==> config.mk <==
export PLATFORM = sky130hd
export DESIGN_NAME = btn_debounce_flat
export DESIGN_NICKNAME = d
export VERILOG_FILES = /design/src/rtl/btn_debounce_if.sv /design/src/rtl/btn_debounce.sv /design/src/flat_wrapper.sv
export SDC_FILE = /design/constraint.sdc
export NUM_CORES = 1
export LEC_CHECK = 0
export ABC_AREA = 1
export BUFFER_PORTS_ARGS = -buffer_cell sky130_fd_sc_hd__buf_4
export CAP_MARGIN = 5
export CELL_PAD_IN_SITES_DETAIL_PLACEMENT = 2
export CELL_PAD_IN_SITES_GLOBAL_PLACEMENT = 2
export CORE_UTILIZATION = 40
export DETAILED_ROUTE_END_ITERATION = 10
export GPL_ROUTABILITY_DRIVEN = 0
export GPL_TIMING_DRIVEN = 0
export PLACE_DENSITY = 0.83
export SLEW_MARGIN = 20
export SYNTH_ARGS = -nofsm -noshare
export SYNTH_HDL_FRONTEND = slang
export SYNTH_SLANG_ARGS = --single-unit
==> constraint.sdc <==
create_clock -name clk -period 3 [get_ports clk]
set_input_delay 0.9 -clock clk [delete_from_list [all_inputs] [get_ports clk]]
set_output_delay 0.9 -clock clk [all_outputs]
set_load 0.02 [all_outputs]
==> src/rtl/btn_debounce_if.sv <==
// Push-button bundle between the board pins and the pong top level.
// The master drives the raw pins; the debouncer (slave) returns the conditioned levels and pulses.
interface btn_debounce_if #(
  parameter int N = 2
);
  logic [N-1:0] btn_raw;
  logic [N-1:0] btn_db;
  logic [N-1:0] btn_press;
  logic [N-1:0] btn_release;
  logic         btn_any;

  modport master (
    output btn_raw,
    input  btn_db,
    input  btn_press,
    input  btn_release,
    input  btn_any
  );

  modport slave (
    input  btn_raw,
    output btn_db,
    output btn_press,
    output btn_release,
    output btn_any
  );
endinterface

==> src/rtl/btn_debounce.sv <==
// Per-channel push-button debouncer: synchronizes the raw pins and reports a clean level,
// single-cycle press/release pulses, and an any-pressed flag.
module btn_debounce #(
  parameter int N          = 2,
  parameter int ACTIVE_LOW = 1,
  parameter int DB_CYCLES  = 1000000,
  parameter int CNT_W      = 20
) (
  input logic           clk,
  input logic           reset,
  btn_debounce_if.slave bus
);

  typedef enum logic [1:0] {
    RELEASED     = 2'd0,
    WAIT_PRESS   = 2'd1,
    PRESSED      = 2'd2,
    WAIT_RELEASE = 2'd3
  } state_t;

  localparam logic [N-1:0]     POL_MASK = (ACTIVE_LOW != 0) ? {N{1'b1}} : {N{1'b0}};
  // The leaving sample is the DB_CYCLES-th stable one, so the counter only has to reach DB_CYCLES-2.
  localparam logic [CNT_W-1:0] CNT_LAST = CNT_W'(DB_CYCLES - 2);

  logic [N-1:0]     sync_p0;
  logic [N-1:0]     sync_p1;
  state_t           state_p2 [N];
  state_t           state_nx [N];
  logic [CNT_W-1:0] cnt_p2   [N];
  logic [CNT_W-1:0] cnt_nx   [N];
  logic [N-1:0]     db_nx;
  logic [N-1:0]     db_p3;
  logic [N-1:0]     press_p3;
  logic [N-1:0]     release_p3;
  logic             any_p3;

  // Stage 0/1: polarity normalise, two-flop synchronizer (resets to "not pressed")
  always_ff @(posedge clk or posedge reset) begin
    if (reset) begin
      sync_p0 <= '0;
      sync_p1 <= '0;
    end else begin
      sync_p0 <= bus.btn_raw ^ POL_MASK;
      sync_p1 <= sync_p0;
    end
  end

  // Stage 2: independent debounce FSM and stability counter per channel
  always_comb begin
    db_nx = '0;
    for (int i = 0; i < N; i++) begin
      state_nx[i] = state_p2[i];
      cnt_nx[i]   = cnt_p2[i];
      case (state_p2[i])
        RELEASED: begin
          if (sync_p1[i]) begin
            state_nx[i] = WAIT_PRESS;
            cnt_nx[i]   = '0;
          end
        end
        WAIT_PRESS: begin
          if (!sync_p1[i]) begin
            state_nx[i] = RELEASED;
            cnt_nx[i]   = '0;
          end else if (cnt_p2[i] == CNT_LAST) begin
            state_nx[i] = PRESSED;
            cnt_nx[i]   = '0;
          end else begin
            cnt_nx[i] = cnt_p2[i] + CNT_W'(1);
          end
        end
        PRESSED: begin
          if (!sync_p1[i]) begin
            state_nx[i] = WAIT_RELEASE;
            cnt_nx[i]   = '0;
          end
        end
        WAIT_RELEASE: begin
          if (sync_p1[i]) begin
            state_nx[i] = PRESSED;
            cnt_nx[i]   = '0;
          end else if (cnt_p2[i] == CNT_LAST) begin
            state_nx[i] = RELEASED;
            cnt_nx[i]   = '0;
          end else begin
            cnt_nx[i] = cnt_p2[i] + CNT_W'(1);
          end
        end
        default: begin
          state_nx[i] = RELEASED;
          cnt_nx[i]   = '0;
        end
      endcase
      db_nx[i] = (state_nx[i] == PRESSED) || (state_nx[i] == WAIT_RELEASE);
    end
  end

  always_ff @(posedge clk or posedge reset) begin
    if (reset) begin
      for (int i = 0; i < N; i++) begin
        state_p2[i] <= RELEASED;
        cnt_p2[i]   <= '0;
      end
    end else begin
      for (int i = 0; i < N; i++) begin
        state_p2[i] <= state_nx[i];
        cnt_p2[i]   <= cnt_nx[i];
      end
    end
  end

  // Stage 3: registered outputs, edges taken against the previous debounced level
  always_ff @(posedge clk or posedge reset) begin
    if (reset) begin
      db_p3      <= '0;
      press_p3   <= '0;
      release_p3 <= '0;
      any_p3     <= 1'b0;
    end else begin
      db_p3      <= db_nx;
      press_p3   <= db_nx & ~db_p3;
      release_p3 <= ~db_nx & db_p3;
      any_p3     <= |db_nx;
    end
  end

  assign bus.btn_db      = db_p3;
  assign bus.btn_press   = press_p3;
  assign bus.btn_release = release_p3;
  assign bus.btn_any     = any_p3;

endmodule

==> src/flat_wrapper.sv <==
// flat-port wrapper written by rule: the top's interface ports become plain ports
module btn_debounce_flat 
#(
  parameter int N          = 2,
  parameter int ACTIVE_LOW = 1,
  parameter int DB_CYCLES  = 1000000,
  parameter int CNT_W      = 20
)
  (clk, reset, bus_btn_raw, bus_btn_db, bus_btn_press, bus_btn_release, bus_btn_any);
  btn_debounce_if #(.N(N)) bus_i ();
  input logic clk;
  input logic reset;
  input wire logic [$bits(bus_i.btn_raw)-1:0] bus_btn_raw;
  output wire logic [$bits(bus_i.btn_db)-1:0] bus_btn_db;
  output wire logic [$bits(bus_i.btn_press)-1:0] bus_btn_press;
  output wire logic [$bits(bus_i.btn_release)-1:0] bus_btn_release;
  output wire logic [$bits(bus_i.btn_any)-1:0] bus_btn_any;
  assign bus_i.btn_raw = bus_btn_raw;
  assign bus_btn_db = bus_i.btn_db;
  assign bus_btn_press = bus_i.btn_press;
  assign bus_btn_release = bus_i.btn_release;
  assign bus_btn_any = bus_i.btn_any;
  btn_debounce #(.N(N), .ACTIVE_LOW(ACTIVE_LOW), .DB_CYCLES(DB_CYCLES), .CNT_W(CNT_W)) u_core (.clk(clk), .reset(reset), .bus(bus_i));
endmodule
==> reports/summary.md <==
The final-report max-slew violation count was 0; the number of ports placed on the die boundary was 11. The part of the cycle the worst path needs was 60.59%; the final setup violation count was 0. The hold path startpoint is u_core.sync_p0[0].

After clock tree synthesis, the flow added hold-fix buffers numbering 0. The worst register-to-register path begins at u_core.state_p2[1]. Along the worst path, the maximum fanout reaches 3.

Combinational logic is responsible for 5.3% of the overall power. The worst hold path passes through 0 cells. The largest clock skew in the final design is 0.01534 ns, and the count of buffer and inverter cells on the critical path is 1. The largest individual stage delay along the critical path comes from the cell sky130_fd_sc_hd__dfrtp_1. Across all register-to-register paths, the minimum setup slack is 1.28 ns. The tools report the final-stage net count as 450.

The internal power summed over all cells was 1.046 mW. Summed over all layers, the global routing overflow is 0. Grouping stages by cell kind, the critical path spends the most delay in flip-flops. Walking the worst path, the cells encountered are buf_4.

Clock tree synthesis inserted a total of 5 buffers. The floorplan step set the die height to 91.61 µm. The ratio of cells with drive above 1 in the final layout is 13.54%. Counting cells, the worst reg-to-reg path comes to 6. Via count of the first global-routing pass: 3270.

Buffers placed on the I/O ports in this run total 10. The floorplan has 32 rows. Global-route wire length before repair: 15750 µm. The number of remaining DRC errors is 0, and the post-synth net total is 432. The die is 91.61 µm wide.

Sequential group share of total power: 54.8%. Post-route minimum period: 1.818 ns. The proportion of synthesized chip area in sequential cells is 42.85%, and the end-of-flow core utilization is 46.15%. The maximum VDD drop was 0.1843 mV.

The number of cells produced by synthesis was 424; the final HPWL from detailed placement was 6839 µm. The total power density per cell area was 390.5 nW/µm²; the total net switching power was 346.8 µW. The flow ran to the end, and the final reports show no timing, DRC or antenna violations.

After detailed routing, the total wire length is 9244 µm. The worst setup path is captured at an output pin. In this run the critical register-to-register path is captured at u_core.cnt_p2[1]. The category of the critical setup timing path is flip-flop to output pin. The final instance count without filler cells is 545. The required time at the worst-slack endpoint was 2.10 ns; the average cell area after synthesis was 7.575 µm². Timing would allow up to 550.2 MHz. The number of gates resized after CTS was 0. Across the run, the number of max-cap violations was 0. The core region is 7727 µm². Relative area change from synthesis to final layout: 11.02%. Across every metal layer, demand over resource in global routing totals 23.99%.

In this run the static leakage power is 1.706 nW. Entering global routing, the biggest net connects 44 pins. In this run the number of H-tree levels came out at 2. In the routed layout, each cell is associated on average with a via count of 5.152. Setup repair after global routing left no endpoint under its margin. TritonCTS built the clock tree. The tree is rooted in a sky130_fd_sc_hd__clkbuf_8. Headroom to the max-slew limit came out at 65.86%. The setup slack after layout is 1.182 ns, and the count of state elements after synthesis is 55. The detail route stage leaves a number of antenna-violating nets equal to 0. The logs give 4 for the total iterations of the first detailed-routing run and 62 for the DRC violation total after the first TritonRoute iteration.

The logs give 0.92 ns for the arrival time of data at the critical path endpoint and 0 for the number of synthesis warnings. The total non-filler cell area in the finished layout is 3566 µm², and the count of antenna diodes in the layout is 0. The total placed cells including tap cells is 537. The routed length per instance is 16.96 µm. The die footprint is 8391 µm². The tools report the terminating pin of the worst hold path as u_core.sync_p1[0]. At the pin with the least slew margin, the transition time is 0.5083 ns. Timing analysis after detailed placement gives a worst setup slack of 1.281 ns.

Kind of path behind the tightest hold check: flip-flop to flip-flop. The initial core utilization is 41.56%, and the post-CTS repair timing setup buffer count is 0. The worst setup path is launched from a flip-flop.

The placed instances occupy a cell area of 3445 µm². The total number of vias is 2808. The tools report the power share of the clock group as 39.9%.

The logs give 55 for the number of sinks on the clock net and 2 for the maximum root-to-sink buffer count. In this run switching power makes up 24.91% of total power. The hold violation count in the final report was 0; the initial antenna violation count was 0. The cell count along the critical path works out to 1. Summing every instance area after synthesis gives 3212 µm². The delay contributed by the slowest stage of the critical path came out at 0.42 ns. Clock latency on the worst-skew pair, taken at its later pin, is 0.32 ns. After clock tree synthesis, the clock-pin slew on the worst setup and hold paths is 0.12 ns. Synthesis instantiated 30 different standard cells from the library.
Yosys cell counts:
cell type	n	share of area, %
sky130_fd_sc_hd__nand2_1	120	14
sky130_fd_sc_hd__inv_1	59	6.9
sky130_fd_sc_hd__dfrtp_1	55	43
sky130_fd_sc_hd__nor2_1	52	6.1
sky130_fd_sc_hd__nand3_1	32	5.0
sky130_fd_sc_hd__nand4_1	15	2.9
sky130_fd_sc_hd__xor2_1	14	3.8
sky130_fd_sc_hd__nand2_2	10	1.9
sky130_fd_sc_hd__o21ai_0	9	1.4
sky130_fd_sc_hd__nor2_4	8	2.8
sky130_fd_sc_hd__o22ai_1	7	1.4
sky130_fd_sc_hd__nor2_2	5	0.97
sky130_fd_sc_hd__nor3_1	5	0.78
sky130_fd_sc_hd__ha_1	4	1.6
sky130_fd_sc_hd__inv_2	4	0.47
sky130_fd_sc_hd__xnor2_1	4	1.1
sky130_fd_sc_hd__a21oi_1	3	0.47
sky130_fd_sc_hd__nand3_2	3	0.93
sky130_fd_sc_hd__buf_4	2	0.47
sky130_fd_sc_hd__nand3b_1	2	0.47
sky130_fd_sc_hd__nor2_8	2	1.2
sky130_fd_sc_hd__a21o_1	1	0.23
sky130_fd_sc_hd__a31oi_1	1	0.19
sky130_fd_sc_hd__inv_4	1	0.19
sky130_fd_sc_hd__nand2_4	1	0.35
sky130_fd_sc_hd__nand3b_2	1	0.35
sky130_fd_sc_hd__nand4_2	1	0.39
sky130_fd_sc_hd__nor3_2	1	0.31
sky130_fd_sc_hd__o21ai_1	1	0.16
sky130_fd_sc_hd__o21ai_2	1	0.27
logic make-up (layout without fill, tap and decap cells):
family / count (synthesis) / after routing / synth area share [%]
adders and majority gates: 4 / 4 / 1.558
DFF: 55 / 55 / 42.85
and+or+nand+nor: 258 / 258 / 38.57
xor gates and xnor gates: 18 / 18 / 4.908
AOI/OAI and AO/OA: 23 / 23 / 4.090
buffers and inverters: 66 / 85 / 8.025
per-stage QoR:
| step | power, mW | setup TNS (ns) | hold WS, ns |
|---|---|---|---|
| finish | 1.392 | 0 | 0.3716 |
| global route | 1.439 | 0 | 0.3783 |
| CTS | 1.405 | 0 | 0.3752 |
| detailed placement | 0.8528 | 0 | 0.3503 |
| global placement | 0.8431 | -6.590 | 0.3330 |
| floorplan | 0.8201 | 0 | 0.3312 |
state kept, by name, indices dropped and copies added (netlist names):
register	count
u_core.cnt_p2	40
u_core.sync_p1	2
u_core.bus.btn_db	2
u_core.bus.btn_press	2
u_core.state_p2	4
u_core.bus.btn_any	1
u_core.bus.btn_release	2
u_core.sync_p0	2
per-layer routing:
metal	vias to the layer above	track usage, %	wire length (µm)
met3	8	3.266	103
met5	-	0	0
li1	1357	-	-
met4	0	4.762	99
met1	1427	25.99	3795
met2	16	48.56	5245
layout by cell type (no fill, tap or decap), types with 2 or more instances in the layout:
master	n
sky130_fd_sc_hd__o22ai_1	7
sky130_fd_sc_hd__nor2_1	52
sky130_fd_sc_hd__nand3b_1	2
sky130_fd_sc_hd__nand3_2	3
sky130_fd_sc_hd__nor3_1	5
sky130_fd_sc_hd__clkbuf_8	6
sky130_fd_sc_hd__nor2_8	2
sky130_fd_sc_hd__ha_1	4
sky130_fd_sc_hd__inv_4	2
sky130_fd_sc_hd__o21ai_0	9
sky130_fd_sc_hd__nand4_1	15
sky130_fd_sc_hd__inv_1	58
sky130_fd_sc_hd__nand2_1	120
sky130_fd_sc_hd__xnor2_1	4
sky130_fd_sc_hd__buf_4	12
sky130_fd_sc_hd__xor2_1	14
sky130_fd_sc_hd__nor2_4	8
sky130_fd_sc_hd__dfrtp_1	55
sky130_fd_sc_hd__a21oi_1	3
sky130_fd_sc_hd__nand2_2	10
sky130_fd_sc_hd__nand3_1	32
sky130_fd_sc_hd__inv_2	4
sky130_fd_sc_hd__nor2_2	5
power groups by stage:
stage	clock network [mW]	logic, mW	registers (mW)
4_1_cts	0.565	0.0768	0.763
3_5_place_dp	0	0.0758	0.777
6_report	0.555	0.0741	0.763
5_1_grt	0.591	0.0837	0.764
2_1_floorplan	0	0.0473	0.773
3_3_place_gp	0	0.0677	0.775
area by class of cell:
class / count / area, µm²
fillers: 922 / 4161
multi-input cells: 303 / 1578
flip-flops and latches: 55 / 1376
inverters: 64 / 245.2
well taps: 102 / 127.6
repair buffers: 11 / 102.6
clock buffers: 6 / 82.58
clock inverters: 2 / 38.79
plain buffers: 2 / 15.01
how the worst max path moves through the flow:
stage	start	endpoint	slack (ns)
floorplan	reset	u_core.bus.btn_any	0.76
global placement	reset	u_core.cnt_p2[2]	-0.12
detailed placement	u_core.cnt_p2[20]	u_core.cnt_p2[27]	1.28
CTS	u_core.bus.btn_db[1]	bus_btn_db[1]	1.17
global route	u_core.state_p2[1]	u_core.cnt_p2[1]	1.08
finish	u_core.bus.btn_db[1]	bus_btn_db[1]	1.18
(Power assumes the default switching activity.)
